`src/rtl/majority_vote_sequencer.sv`:
```
// Round-robin vote collector feeding a five-input majority decision.
// Define MAJ_RELATIVE_EN for relative majority over cast votes and the extra tie output.
module majority_vote_sequencer #(
    parameter int unsigned TIMEOUT = 16,
    parameter int unsigned TW      = 8
) (
    input  logic       clk,
    input  logic       rst,
    input  logic       start,
    input  logic [4:0] req,
    input  logic [4:0] vote,
    output logic [4:0] grant,
    output logic       busy,
    output logic       done,
    output logic       z,
    output logic [2:0] yes_cnt,
    output logic [4:0] abstain_mask
`ifdef MAJ_RELATIVE_EN
    ,
    output logic       tie
`endif
);

    typedef enum logic [1:0] {StIdle, StCollect, StDecide} state_e;

    state_e          state_q, state_d;
    logic [4:0]      voted_q, voted_d;
    logic [2:0]      tally_q, tally_d;
    logic [TW-1:0]   timer_q, timer_d;
    logic [2:0]      rr_ptr_q, rr_ptr_d;
    logic            z_q, z_d;
    logic [2:0]      yes_cnt_q, yes_cnt_d;
    logic [4:0]      abstain_q, abstain_d;
    logic [4:0]      elig;
`ifdef MAJ_RELATIVE_EN
    logic            tie_q, tie_d;
    logic [2:0]      cast;
    logic [3:0]      yes_x2;
`endif

    // First eligible voter strictly after ptr, wrapping modulo 5.
    function automatic logic [4:0] rr_pick(input logic [4:0] e, input logic [2:0] ptr);
        logic [4:0] g;
        logic       found;
        logic [2:0] idx;
        g     = '0;
        found = 1'b0;
        for (int k = 1; k <= 5; k++) begin
            idx = 3'((int'(ptr) + k) % 5);
            if (!found && e[idx]) begin
                g[idx] = 1'b1;
                found  = 1'b1;
            end
        end
        return g;
    endfunction

`ifdef MAJ_RELATIVE_EN
    function automatic logic [2:0] popcount5(input logic [4:0] v);
        logic [2:0] c;
        c = '0;
        for (int i = 0; i < 5; i++) begin
            c = c + 3'(v[i]);
        end
        return c;
    endfunction
`endif

    always_comb begin
        elig  = req & ~voted_q;
        grant = (state_q == StCollect) ? rr_pick(elig, rr_ptr_q) : 5'b00000;
        busy  = (state_q != StIdle);
        done  = (state_q == StDecide);
    end

    always_comb begin
        state_d   = state_q;
        voted_d   = voted_q;
        tally_d   = tally_q;
        timer_d   = timer_q;
        rr_ptr_d  = rr_ptr_q;
        z_d       = z_q;
        yes_cnt_d = yes_cnt_q;
        abstain_d = abstain_q;
`ifdef MAJ_RELATIVE_EN
        tie_d     = tie_q;
        cast      = '0;
        yes_x2    = '0;
`endif
        case (state_q)
            StIdle: begin
                if (start) begin
                    state_d = StCollect;
                    voted_d = '0;
                    tally_d = '0;
                    timer_d = '0;
                end
            end
            StCollect: begin
                voted_d = voted_q | grant;
                tally_d = tally_q + {2'b00, |(grant & vote)};
                timer_d = timer_q + TW'(1);
                for (int i = 0; i < 5; i++) begin
                    if (grant[i]) rr_ptr_d = 3'(i);
                end
                // Decision uses the tally including any vote taken on this edge.
                if (voted_d == 5'b11111 || timer_q == TW'(TIMEOUT - 1)) begin
                    state_d   = StDecide;
                    yes_cnt_d = tally_d;
                    abstain_d = ~voted_d;
`ifdef MAJ_RELATIVE_EN
                    cast      = popcount5(voted_d);
                    yes_x2    = {tally_d, 1'b0};
                    z_d       = (yes_x2 > {1'b0, cast});
                    tie_d     = (yes_x2 == {1'b0, cast});
`else
                    z_d       = (tally_d >= 3'd3);
`endif
                end
            end
            StDecide: state_d = StIdle;
            default:  state_d = StIdle;
        endcase
    end

    always_ff @(posedge clk) begin
        if (rst) begin
            state_q   <= StIdle;
            voted_q   <= '0;
            tally_q   <= '0;
            timer_q   <= '0;
            rr_ptr_q  <= 3'd4;
            z_q       <= 1'b0;
            yes_cnt_q <= '0;
            abstain_q <= '0;
`ifdef MAJ_RELATIVE_EN
            tie_q     <= 1'b0;
`endif
        end else begin
            state_q   <= state_d;
            voted_q   <= voted_d;
            tally_q   <= tally_d;
            timer_q   <= timer_d;
            rr_ptr_q  <= rr_ptr_d;
            z_q       <= z_d;
            yes_cnt_q <= yes_cnt_d;
            abstain_q <= abstain_d;
`ifdef MAJ_RELATIVE_EN
            tie_q     <= tie_d;
`endif
        end
    end

    assign z            = z_q;
    assign yes_cnt      = yes_cnt_q;
    assign abstain_mask = abstain_q;
`ifdef MAJ_RELATIVE_EN
    assign tie          = tie_q;
`endif

endmodule

```
`config.mk`:
```
export PLATFORM = sky130hd
export DESIGN_NAME = majority_vote_sequencer
export DESIGN_NICKNAME = d
export VERILOG_FILES = /design/src/rtl/majority_vote_sequencer.sv
export SDC_FILE = /design/constraint.sdc
export NUM_CORES = 1
export LEC_CHECK = 0
export BUFFER_PORTS_ARGS = -buffer_cell sky130_fd_sc_hd__buf_4
export CAP_MARGIN = 20
export CORE_MARGIN = 5
export CORE_UTILIZATION = 26
export DETAILED_ROUTE_END_ITERATION = 6
export GPL_TIMING_DRIVEN = 0
export PLACE_DENSITY_LB_ADDON = 0.05
export SLEW_MARGIN = 40
export SYNTH_ARGS = -nofsm -noshare
export SYNTH_HDL_FRONTEND = slang
export SYNTH_SLANG_ARGS = --single-unit
export TNS_END_PERCENT = 1
```
`constraint.sdc`:
```
create_clock -name clk -period 8.6 [get_ports clk]
set_input_delay 2.15 -clock clk [delete_from_list [all_inputs] [get_ports clk]]
set_output_delay 2.15 -clock clk [all_outputs]
set_load 0.02 [all_outputs]
```
==> run summary <==
In the routed design, unresolved DRC markers number 0. The run finished with clean final reports. The shortest period the worst path allows was 8.20 ns. In this run the post-CTS setup repair buffer count came out at 0. Clock skew on the completed layout was measured at 0.00598 ns. The tools report the count of nets after finishing as 569. The most numerous cell type found on the critical path is sky130_fd_sc_hd__ha_1. The critical-path cell with the highest stage delay is sky130_fd_sc_hd__dfxtp_1. Yosys mapped a number of flops with a built-in enable equal to 0.

For the maximum level of the CTS H-tree, the log shows 2. The tools report the share of power burned in registers as 14.7%. In the layout the commonest cells are 46 x sky130_fd_sc_hd__nor2_1, 32 x sky130_fd_sc_hd__nand3_1, 30 x sky130_fd_sc_hd__dfxtp_1.

Worst-case headroom to the max-slew limit: 50.7%. The root buffer cell chosen for the clock tree is sky130_fd_sc_hd__clkbuf_16. The clock group share of total power was 15.2%. The net switching power of the design was 560 µW. The clock latency reported for the late side of the worst-skew pair is 0.27 ns, and the starting density of the core is 26.6%.

The run gives 0 as the initial antenna violation count. STA classifies the critical path startpoint as a flip-flop. In the final layout, the share of cells above drive strength 1 is 11.9%. Walking the worst path, the cells encountered are clkbuf_2 -> inv_1 -> clkbuf_1 -> ha_1 -> xnor2_4 -> inv_4 -> ha_1 -> inv_1 -> ha_1 -> or4bb_1 -> o311a_4 -> or3_4 -> mux2_4 -> nand3b_4 -> a221oi_2 -> nor4_1 -> or3_4 -> o21a_4 -> buf_4.

Setup violations remaining at the end of the flow were counted as 0. From bottom edge to top edge, the die measures 129 µm. TritonCTS built the clock tree.

Adding up every negative setup slack in the final design gives 0 ns. Among all flip-flop cells after synthesis, the most frequent one is sky130_fd_sc_hd__dfxtp_1. After the flow finishes, the layout carries non-filler instances totaling 710. Relative to the synthesized area, the layout overhead comes to 16.0%.

Across all hold checks on the routed design, the worst slack comes to 0.473 ns. The total iterations of the first detailed-routing run is 5. No sink is reached through more buffers than the 2 on the longest clock path. The largest voltage drop on the vdd net came out at 0.0786 mV. Detailed routing inserted a total of 4080 vias. The largest net degree at the start of global routing was 13; the number of global-route vias before repair was 3950. The sequential-to-total area share from yosys stat came out at 16.2%. The tools report the number of warning messages in the yosys log as 0. Data on the critical path arrives at its endpoint at 6.05 ns. Post-synthesis async set-or-reset flop share: 0%. The power density of the placed cells was 258 mW/mm²; the max capacitance violation total was 0. The internal portion of the total power is 549 µW. The worst stage delay on the critical path was 0.63 ns; the average cell area after synthesis was 7.46 µm².

The repair_antennas step left the layout with diodes totalling 0. In the final routed layout, each cell accounts on average for 19.3 µm. The kind of end point of the critical path was a primary output. The min-delay analysis places its worst path in the category flip-flop to flip-flop. In this run the worst path has a maximum fanout of 12.

The congestion estimate from routability-driven global placement came to 0.837. The flip-flop and latch count after synthesis is 30. The total count of hold-check failures in the final report is 0, and the distinct cell type count after synthesis is 86. The synthesized design spends more area on one cell type than any other, namely sky130_fd_sc_hd__dfxtp_1. In this run the core area contains 43 standard-cell rows. In the synthesized netlist, the number of instances is 496.

The horizontal extent of the die is 129 µm, and the logic gate share of total power is 70.1%. Once detail routing completed, the nets flagged for antenna violations numbered 0. The run gives 21800 µm as the global-route wire length before repair. Detailed placement ended at an HPWL of 10700 µm. For this run, the total global-route usage over all layers was measured as 16.5%.

The CTS sink count is 30. Net switching is 50.5% of the power. For the full die area, the log shows 0.0167 mm².

The detailed route wirelength on metal2 is 5800 µm. The highest signal layer in the routed design is met4. The max-slew violation count is 0. The violation count after the first detailed-routing iteration is 312, and the number of buffers created by CTS is 5.

The category of the critical setup timing path is flip-flop to primary output. The slew at the pin with the worst max-slew slack works out to 0.740 ns. The fill cell total of the finished layout was 1474; the average vias per placed instance was 5.75.

The completed layout was analyzed and its total power is 1.11 mW. The fraction of synthesized cell area taken by the top area cell type came out at 16.2%. Port buffering added 28 buffers. The cell area that synthesis handed to floorplanning was 0.00370 mm². Ranked by total cell area, the synthesized netlist is headed by sky130_fd_sc_hd__dfxtp_1 16%, sky130_fd_sc_hd__ha_1 8.5%, sky130_fd_sc_hd__nor2_1 4.7%.

After detailed routing, the total wire length is 13700 µm. Setup repair after global routing left no endpoint under its margin. After detailed placement, the design holds a cell count of 704. The net count after synthesis came out at 534.

After clock tree synthesis, the clock-pin slew on the worst setup and hold paths is 0.05 ns. For this block, wires on met1 add up to 7170 µm. The area of the multi-input gates came out at 0.00292 mm². The total area inside the core boundary comes to 0.0139 mm². Wire segments on met3 add up to 642 µm in the final route. The worst path uses 95.3% of the clock period. For this design, the CTS-stage hold fixing added 0 buffers.

The remaining global-route overflow is 0, and the achievable clock frequency is 0.122 GHz. In this run the static leakage power is 1.63 nW. The required arrival time at the worst endpoint is 6.45 ns, and the footprint of the flip-flops and latches is 601 µm². For the total I/O pin count, the log shows 29. The most common library cell in the layout ignoring fill and taps was sky130_fd_sc_hd__nor2_1.
[power groups by stage]
stage                     Combinational (mW)  Sequential (mW)  Clock (mW)
after floorplan                        0.567            0.158           0
after global placement                 0.759            0.166           0
after detailed placement               0.756            0.165           0
after CTS                              0.761            0.162       0.172
after global routing                   0.856            0.164       0.179
final                                  0.778            0.163       0.169
[per-layer routing]
metal / GRT usage, % / vias up
met5: 0 / -
met4: 2.35 / 0
met3: 2.23 / 9
met2: 24.5 / 115
met1: 25.8 / 1945
li1: - / 2011
[cell type report]
cell class / count / area share [%]
clock buffer: 6 / 3.24
sequential: 30 / 14.0
tap: 180 / 5.25
inverter: 22 / 1.98
timing repair buffer: 28 / 4.90
buffer: 26 / 2.57
multi-input combinational: 418 / 68.1
[stage by stage]
stage                     area (µm²)  utilization (%)  worst slack, ns
after global routing            4290             30.8           0.0471
after detailed placement        4140             29.7            0.277
after CTS                       4280             30.7            0.244
after global placement          4140             29.7            0.194
after floorplan                 3700                -             1.73
final                           4290             30.8            0.401
[registers in the layout (all words and copies together), names as in the netlist]
register,count
z,1
tally_q,3
abstain_mask,5
voted_q,5
rr_ptr_q,3
yes_cnt,3
state_q,2
timer_q,8
[kinds of logic after synthesis]
| group | share of synthesized area, % |
|---|---|
| buffers and inverters | 5.21 |
| adders and majority gates | 8.45 |
| DFF | 16.2 |
| xor gates and xnor gates | 2.16 |
| and+or+nand+nor | 29.5 |
| muxes | 2.10 |
| AOI/OAI and AO/OA | 36.3 |
[final timing paths]
kind	from	endpoint	slack (ns)	cells after the start
worst max-delay path	rr_ptr_q[0]	grant[3]	0.40	19
worst min-delay path	tally_q[0]	tally_q[0]	0.47	2
worst max register to register	rr_ptr_q[0]	z	1.39	26
worst min register to register	tally_q[0]	tally_q[0]	0.47	2
[synthesized netlist by cell type (all sizes together), types with 4 or more instances]
cell type and count:
nor2 46, nand3b 6, or3 8, nor2b 10, a21o 5, nand2 29, a32oi 7, and3 6
a21oi 28, a211oi 9, a31oi 7, o311ai 4, o21a 7, nand2b 16, nor3 15, o22ai 6
clkbuf 18, o31ai 8, buf 8, o211ai 14, o21ai 20, ha 25, a211o 4, o31a 6
and2 6, inv 22, xnor2 7, nand3 32, o2111ai 9, dfxtp 30, mux2i 4
[timing repair]
| item | CTS | global route |
|---|---|---|
| setup endpoints to repair | 1 | 5 |
| resized for setup | 1 | 5 |
| cloned | 0 | 0 |
[critical path: cells and delay by family (launching register included)]
family / cells / cell delay [ns]
buffers and inverters: 6 / 1.16
AND/OR/NAND/NOR: 5 / 1.59
XOR/XNOR: 1 / 0.35
flip-flops: 1 / 0.63
multiplexers: 1 / 0.33
AO/OA/AOI/OAI: 3 / 0.80
adder cells (fa/ha/maj): 3 / 0.90
Power figures use the tool's default switching activity.
